`src/rtl/day_if.sv`:
```
// Control and status bundle between the day sequencer and its neighbours.
// The master drives the controls; the slave (sequencer) drives the day outputs.
interface day_if;
  logic       run;
  logic       step;
  logic       load;
  logic [2:0] load_day;
  logic [2:0] day;
  logic       day_stb;
  logic       week_wrap;
  logic       load_err;

  modport master (
    output run, step, load, load_day,
    input  day, day_stb, week_wrap, load_err
  );

  modport slave (
    input  run, step, load, load_day,
    output day, day_stb, week_wrap, load_err
  );
endinterface

```
`src/rtl/day_sequencer.sv`:
```
// Generates the Mon..Sun day code for the seven-segment display. The code advances on a
// prescaled tick in RUN, on step rising edges in HOLD, or is loaded directly.
module day_sequencer #(
  parameter int unsigned DIV   = 3,
  parameter int unsigned CNT_W = 8
) (
  input logic clk,
  input logic rst_n,
  day_if.slave bus
);

  localparam logic StHold = 1'b0;
  localparam logic StRun  = 1'b1;

  localparam logic [CNT_W-1:0] CntLast = CNT_W'(DIV - 1);
  localparam logic [2:0]       DaySun  = 3'd6;

  logic             state_q, state_d;
  logic [CNT_W-1:0] cnt_q, cnt_d;
  logic             step_q;
  logic [2:0]       day_q, day_d;
  logic             stb_q, stb_d;
  logic             wrap_q, wrap_d;
  logic             err_q, err_d;

  logic tick;
  logic step_edge;
  logic advance;
  logic load_ok;
  logic load_bad;

  assign tick      = (state_q == StRun) && (cnt_q == CntLast);
  assign step_edge = bus.step & ~step_q;
  assign advance   = tick | ((state_q == StHold) & step_edge);
  assign load_ok   = bus.load & (bus.load_day != 3'd7);
  assign load_bad  = bus.load & (bus.load_day == 3'd7);

  always_comb begin
    state_d = bus.run ? StRun : StHold;

    // Prescaler runs on the state at the start of the cycle; frozen in HOLD.
    cnt_d = cnt_q;
    if (state_q == StRun) begin
      cnt_d = tick ? '0 : cnt_q + CNT_W'(1);
    end else if (bus.run) begin
      cnt_d = '0;
    end
    if (load_ok) begin
      cnt_d = '0;
    end
  end

  always_comb begin
    day_d  = day_q;
    stb_d  = 1'b0;
    wrap_d = 1'b0;
    err_d  = load_bad;
    if (load_ok) begin
      // A legal load swallows any coincident advance and never signals a wrap.
      day_d = bus.load_day;
      stb_d = 1'b1;
    end else if (advance) begin
      day_d  = (day_q == DaySun) ? 3'd0 : day_q + 3'd1;
      stb_d  = 1'b1;
      wrap_d = (day_q == DaySun);
    end
  end

  always_ff @(posedge clk) begin
    if (!rst_n) begin
      state_q <= StHold;
      cnt_q   <= '0;
      step_q  <= 1'b0;
      day_q   <= 3'd0;
      stb_q   <= 1'b0;
      wrap_q  <= 1'b0;
      err_q   <= 1'b0;
    end else begin
      state_q <= state_d;
      cnt_q   <= cnt_d;
      step_q  <= bus.step;
      day_q   <= day_d;
      stb_q   <= stb_d;
      wrap_q  <= wrap_d;
      err_q   <= err_d;
    end
  end

  assign bus.day       = day_q;
  assign bus.day_stb   = stb_q;
  assign bus.week_wrap = wrap_q;
  assign bus.load_err  = err_q;

endmodule

```
`src/flat_wrapper.sv`:
```
// flat-port wrapper written by rule: the top's interface ports become plain ports
module day_sequencer_flat 
#(
  parameter int unsigned DIV   = 3,
  parameter int unsigned CNT_W = 8
)
  (clk, rst_n, bus_run, bus_step, bus_load, bus_load_day, bus_day, bus_day_stb, bus_week_wrap, bus_load_err);
  day_if bus_i ();
  input logic clk;
  input logic rst_n;
  input wire logic [$bits(bus_i.run)-1:0] bus_run;
  input wire logic [$bits(bus_i.step)-1:0] bus_step;
  input wire logic [$bits(bus_i.load)-1:0] bus_load;
  input wire logic [$bits(bus_i.load_day)-1:0] bus_load_day;
  output wire logic [$bits(bus_i.day)-1:0] bus_day;
  output wire logic [$bits(bus_i.day_stb)-1:0] bus_day_stb;
  output wire logic [$bits(bus_i.week_wrap)-1:0] bus_week_wrap;
  output wire logic [$bits(bus_i.load_err)-1:0] bus_load_err;
  assign bus_i.run = bus_run;
  assign bus_i.step = bus_step;
  assign bus_i.load = bus_load;
  assign bus_i.load_day = bus_load_day;
  assign bus_day = bus_i.day;
  assign bus_day_stb = bus_i.day_stb;
  assign bus_week_wrap = bus_i.week_wrap;
  assign bus_load_err = bus_i.load_err;
  day_sequencer #(.DIV(DIV), .CNT_W(CNT_W)) u_core (.clk(clk), .rst_n(rst_n), .bus(bus_i));
endmodule
```
`config.mk`:
```
export PLATFORM = sky130hd
export DESIGN_NAME = day_sequencer_flat
export DESIGN_NICKNAME = d
export VERILOG_FILES = /design/src/rtl/day_if.sv /design/src/rtl/day_sequencer.sv /design/src/flat_wrapper.sv
export SDC_FILE = /design/constraint.sdc
export NUM_CORES = 1
export LEC_CHECK = 0
export ABC_AREA = 0
export BUFFER_PORTS_ARGS = -buffer_cell sky130_fd_sc_hd__buf_2
export CORE_MARGIN = 4
export CORE_UTILIZATION = 55
export DETAILED_ROUTE_END_ITERATION = 10
export PLACE_DENSITY_LB_ADDON = 0.12
export SLEW_MARGIN = 0
export SYNTH_ARGS = -nofsm -noshare
export SYNTH_HDL_FRONTEND = slang
export SYNTH_SLANG_ARGS = --single-unit
```
`constraint.sdc`:
```
create_clock -name clk -period 2.8 [get_ports clk]
set_clock_uncertainty 0.2 [all_clocks]
set_input_delay 0.28 -clock clk [delete_from_list [all_inputs] [get_ports clk]]
set_output_delay 0.28 -clock clk [all_outputs]
set_load 0.005 [all_outputs]
```
=== After elaboration in Yosys (flattened, before gate mapping) ===
Cells that the tools add are included.

* $add $sub $neg: 2
* Equality and inequality tests: 4
* Mux-type cells: 9
* Bitwise logic cells: 9
* Reduce and logical (&&, ||, !) cells: 5

{| class="wikitable"
|+ Operator list
! operator !! number
|-
| 8-bit 2-to-1 mux || 3
|-
| 3-bit 2-to-1 mux || 3
|-
| 8-bit by 1-bit adder with 8-bit output (second input constant) || 1
|-
| 8-bit by 2-bit == test with 1-bit output (second input constant) || 1
|-
| 3-bit == test (second input constant) || 2
|-
| 1-bit bitwise AND || 4
|-
| 1-bit NOT || 4
|-
| 2-bit nonzero test || 2
|-
| 3-bit by 1-bit adder with 3-bit output (second input constant) || 1
|-
| 1-bit 2-to-1 mux || 3
|-
| 3-bit != test (second input constant) || 1
|-
| 3-bit OR reduction || 1
|-
| 2-bit OR reduction || 1
|-
| 1-bit logical AND || 1
|-
| 1-bit OR || 1
|}

* Register bits: 16
* Input port bits: 8
* Logic and storage cells: 36

=== Logic depth before layout (Yosys ltp) ===
* Depth in word-level cells: 6
* Mapped depth: 6

=== Worst setup path before layout ===
No wires, ideal clock.

* Path type: register to register
* Start point: register u_core.cnt_q[0]
* End point: register u_core.day_q[2] (netlist: u_core.bus.day[2])
* Setup time: 0.120 ns
* Data arrival time: 1.473 ns
* Setup slack: 1.007 ns
* Cell stages (with the launch flop): 7
* Path buffers: 0
* Clock period less this slack: 1.793 ns
* Cells stage by stage: dfxtp_1 > inv_1 > ha_1 > or4b_4 > o21a_4 > o211ai_2 > a21oi_1

* Cells in the longest elaborated chain, start to end: 4

{| class="wikitable"
|+ Ends and longest elaborated chain
! item !! RTL line !! source
|-
| from (decl) || day_sequencer.sv:19 || <nowiki>logic [CNT_W-1:0] cnt_q, cnt_d;</nowiki>
|-
| from (signal assigned) || day_sequencer.sv:80 || <nowiki>cnt_q <= cnt_d;</nowiki>
|-
| 8-bit by 2-bit == test with 1-bit output || day_sequencer.sv:32 || <nowiki>assign tick = (state_q == StRun) && (cnt_q == CntLast);</nowiki>
|-
| 1-bit logical AND || day_sequencer.sv:32 ||
|-
| 1-bit OR || day_sequencer.sv:34 || <nowiki>assign advance = tick | ((state_q == StHold) & step_edge);</nowiki>
|-
| 2-bit nonzero test (no line) || -- ||
|-
| to (signal assigned) || day_sequencer.sv:82 || <nowiki>day_q <= day_d;</nowiki>
|-
| to (decl) || day_sequencer.sv:21 || <nowiki>logic [2:0] day_q, day_d;</nowiki>
|}

Every way passes these cells.
A chain may end at the register's enable or synchronous reset.

=== Worst setup path after layout ===
* Start point: register u_core.cnt_q[0]
* End point: register u_core.cnt_q[5]

* Cells in the longest elaborated chain, start to end: 4

{| class="wikitable"
|+ Ends and longest elaborated chain
! item !! RTL line !! source
|-
| branches (longest 2 deep; another with 8-bit by 1-bit adder with 8-bit output) || -- ||
|-
| 8-bit 2-to-1 mux (*) || day_sequencer.sv:44 || <nowiki>cnt_d = tick ? '0 : cnt_q + CNT_W'(1);</nowiki>
|-
| 8-bit 2-to-1 mux (*) || day_sequencer.sv:43 || <nowiki>if (state_q == StRun) begin</nowiki>
|}

Every way passes the cells marked *.

==> metrics.md <==
| Metric | Value |
|---|---|
| Status | completed |
| Switching portion of total power | between 20% and 30% |
| Worst r2r path cells | 6 |
| First-pass GRT wire length | around 3000 um |
| Top post-synthesis cells by area | dfxtp_1, a21oi_1, or4b_4 |
| TritonCTS Buffers | 3 |
| Layout Nets | around 120 |
| Final Non-Filler Cells | 126 |
| Vias | 800 |
| Die X | approximately 47 um |
| Worst slew pin tran | 0.474 ns |
| Crit path from | u_core.cnt_q[0]$_SDFFE_PP0P_ |
| #FFs+latches synth | 16 |
| Clk_lat worst skew | approximately 0.28 ns |
| Reg2reg end | u_core.cnt_q[5]$_SDFFE_PP0P_ |
| Power Density | between 400 and 500 mW/mm^2 |
| Setup violations, final | 0 |
| Average vias per placed instance | 6.35 |
| Commonest non-fill, non-tap cell in the layout | dfxtp_1 |
| Fmax | between 500 and 600 MHz |
| Pleak | 0.000373 uW |
| CTS tree | built |
| # fillers | 116 |
| VDD IR-drop max | roughly 0.36 mV |
| Reg-to-reg slack, setup | 0.84 ns |
| Flop pwr share | 54.1% |
| Setup crit end | u_core.cnt_q[5]$_SDFFE_PP0P_ |
| Combinational share of power | approximately an eighth |
| Largest net degree at the start of global routing | 11 |
| Worst r2r src | u_core.cnt_q[0]$_SDFFE_PP0P_ |
| Synth warn | 0 |
| # Post-CTS Setup Buffers | 0 |
| Crit path max fanout | 6 |
| Die height | ~47 um |
| RSZ-0062 raised after global routing | no |
| Total Power | around 450 uW |
| TNS Setup | 0 ns |
| Post-synth cell types | 37 |
| HPWL Detailed | 1360 um |
| Buffers on Ports | 13 |
| CP endpoint kind | register |
| Mapped Cells | 96 |
| FP Rows | 13 |
| Antenna diodes | 0 |
| Slew headroom | between 60% and 70% |
| Average size of a mapped cell | roughly 9 sq um |
| Sequential share of the synthesized area | between 30% and 40% |
| Post-route minimum period | between 1.5 and 2 ns |
| Most frequent cells in the layout | dfxtp_1, buf_2, nand2_1, nor2_1 |
| DP Cell Count | 121 |
| Clock share of power | roughly 34% |
| H-tree level count | 1 |
| Tot GR Track Use | between 10% and 20% |
| Startpoint Class | register |
| Slew Limit Fails | 0 |
| Fin crit share | a little over two thirds |
| Antenna Violating Nets Remaining | 0 |
| Yosys top cell by area | dfxtp_1 |
| Top cell type's share of synthesized area | 38.2% |
| Layout cells sized above 1 | roughly a quarter |
| P_sw | about 110 uW |
| P&R area growth vs syn | 13.9% |
| Clock input transition at the sequential cells of the worst setup and hold paths | about 0.09 ns |
| DIE AREA | roughly 0.0022 sq mm |
| Vias in the first global route | slightly above 700 |
| CP arrival | a little under 2 ns |
| DRC | 0 |
| Sinks on Clock Net | 16 |
| Initial drt markers | 17 |
| Max_cap viols | 0 |
| HP Class | in2reg |
| Synth Cell Area | ~840 sq um |
| CP Class | reg2reg |
| Net Count, Synth | approximately 110 |
| Core area | about 0.0014 sq mm |
| Total gr overflow | 0 |
| Required time worst endpoint | 2.80 ns |
| Initial Util | 61.4% |
| # IOs | 14 |
| DRT Wirelength | between 1500 and 2000 um |
| Final Hold Vio Count | 0 |
| DR pass1 iterations | 4 |
| Root Buffer Master | clkbuf_4 |
| Cell-internal power | about 340 uW |
| Wire per inst | between 10 and 15 um |
| CTS Buffer Depth | 2 |
| Routability cong. | 0.816 |
| Initial antenna violation count | 0 |
-- through the flow --
stage                     utilization, %  instance area (sq um)  hold slack (ns)  setup WS (ns)
final                               70.0                    956           0.0212          0.844
after global routing                70.0                    956          0.00901          0.721
after CTS                           69.2                    946           0.0182          0.879
after detailed placement            66.6                    910            0.301          0.895
after global placement              66.6                    910            0.286          0.976
after floorplan                        -                    840            0.202           1.01
-- power groups by stage --
| stage | Clock (uW) | Combinational [uW] | Sequential [uW] |
|---|---|---|---|
| floorplan | 0 | 36.2 | 246 |
| global placement | 0 | 52.1 | 248 |
| detailed placement | 0 | 53.1 | 248 |
| CTS | 155 | 53.1 | 242 |
| global route | 172 | 60.2 | 244 |
| finish | 152 | 53.8 | 243 |
-- worst min path at each step --
stage | from | to | slack [ns] | cells past startpoint
floorplan | bus_run | u_core.state_q$_SDFF_PN0_ | 0.20 | 1
global placement | u_core.cnt_q[7]$_SDFFE_PP0P_ | u_core.cnt_q[7]$_SDFFE_PP0P_ | 0.29 | 2
detailed placement | u_core.cnt_q[7]$_SDFFE_PP0P_ | u_core.cnt_q[7]$_SDFFE_PP0P_ | 0.30 | 2
CTS | bus_run | u_core.state_q$_SDFF_PN0_ | 0.02 | 2
global route | bus_run | u_core.state_q$_SDFF_PN0_ | 0.009 | 2
finish | bus_run | u_core.state_q$_SDFF_PN0_ | 0.02 | 2
-- logic make-up (layout without fill, tap and decap cells) --
group / count (synthesis) / in the layout / synth area share, %
buffers and inverters: 9 / 24 / 4.32
AOI/OAI and AO/OA: 28 / 28 / 23.7
and+or+nand+nor: 40 / 40 / 29.7
DFF: 16 / 16 / 38.2
adders and majority gates: 2 / 2 / 2.98
muxes: 1 / 1 / 1.19
-- routing by layer --
| layer | global-route usage [%] | wire length (um) | vias to the layer above |
|---|---|---|---|
| met5 | 0 | 0 | - |
| met4 | 7.73 | 17 | 0 |
| met3 | 4.60 | 126 | 4 |
| met2 | 33.9 | 885 | 31 |
| met1 | 21.1 | 742 | 380 |
| li1 | - | - | 385 |
-- sequential cells by signal (all words and copies together), names as in the netlist --
name / count
u_core.bus.day: 3
u_core.bus.day_stb: 1
u_core.bus.load_err: 1
u_core.bus.week_wrap: 1
u_core.cnt_q: 8
u_core.state_q: 1
u_core.step_q: 1
-- synth_stat cells, drive strengths merged --
library cell / instances
o21a: 1
o21ai: 7
a22oi: 1
or3b: 1
or4b: 2
a211o: 1
or4: 1
nor3: 4
nand3: 6
ha: 2
and2: 3
clkbuf: 2
nor3b: 1
inv: 6
nor4b: 1
a311oi: 3
nand2: 7
nor2: 7
nor2b: 1
nand4: 1
o221ai: 1
a21oi: 6
dfxtp: 16
or2: 1
a41oi: 1
mux2i: 1
nand3b: 3
a21o: 2
o211ai: 3
nor4: 1
buf: 1
a31oi: 2
-- worst max-delay path: stages (launching register included) --
cell and delay, ns:
dfxtp_1 0.38, inv_1 0.09, ha_1 0.20, nor4b_1 0.15, a21oi_1 0.40, o21ai_0 0.17, a311oi_1 0.28
-- cell type report --
cell class	count	area, sq um	area share, %
Multi-Input combinational cell	71	483	50.5
Sequential cell	16	320	33.5
Timing Repair Buffer	14	75.1	7.85
Clock buffer	4	36.3	3.80
Inverter	6	22.5	2.36
Tap cell	15	18.8	1.96
-- what timing repair did --
action / 4_1_cts / 5_1_grt
hold buffers: 0 / 1
endpoints found under the setup margin: 0 / 0
gates resized for setup: 0 / 0
endpoints found under the hold margin: 0 / 1
Note: power is estimated with default switching activity, not from simulation.
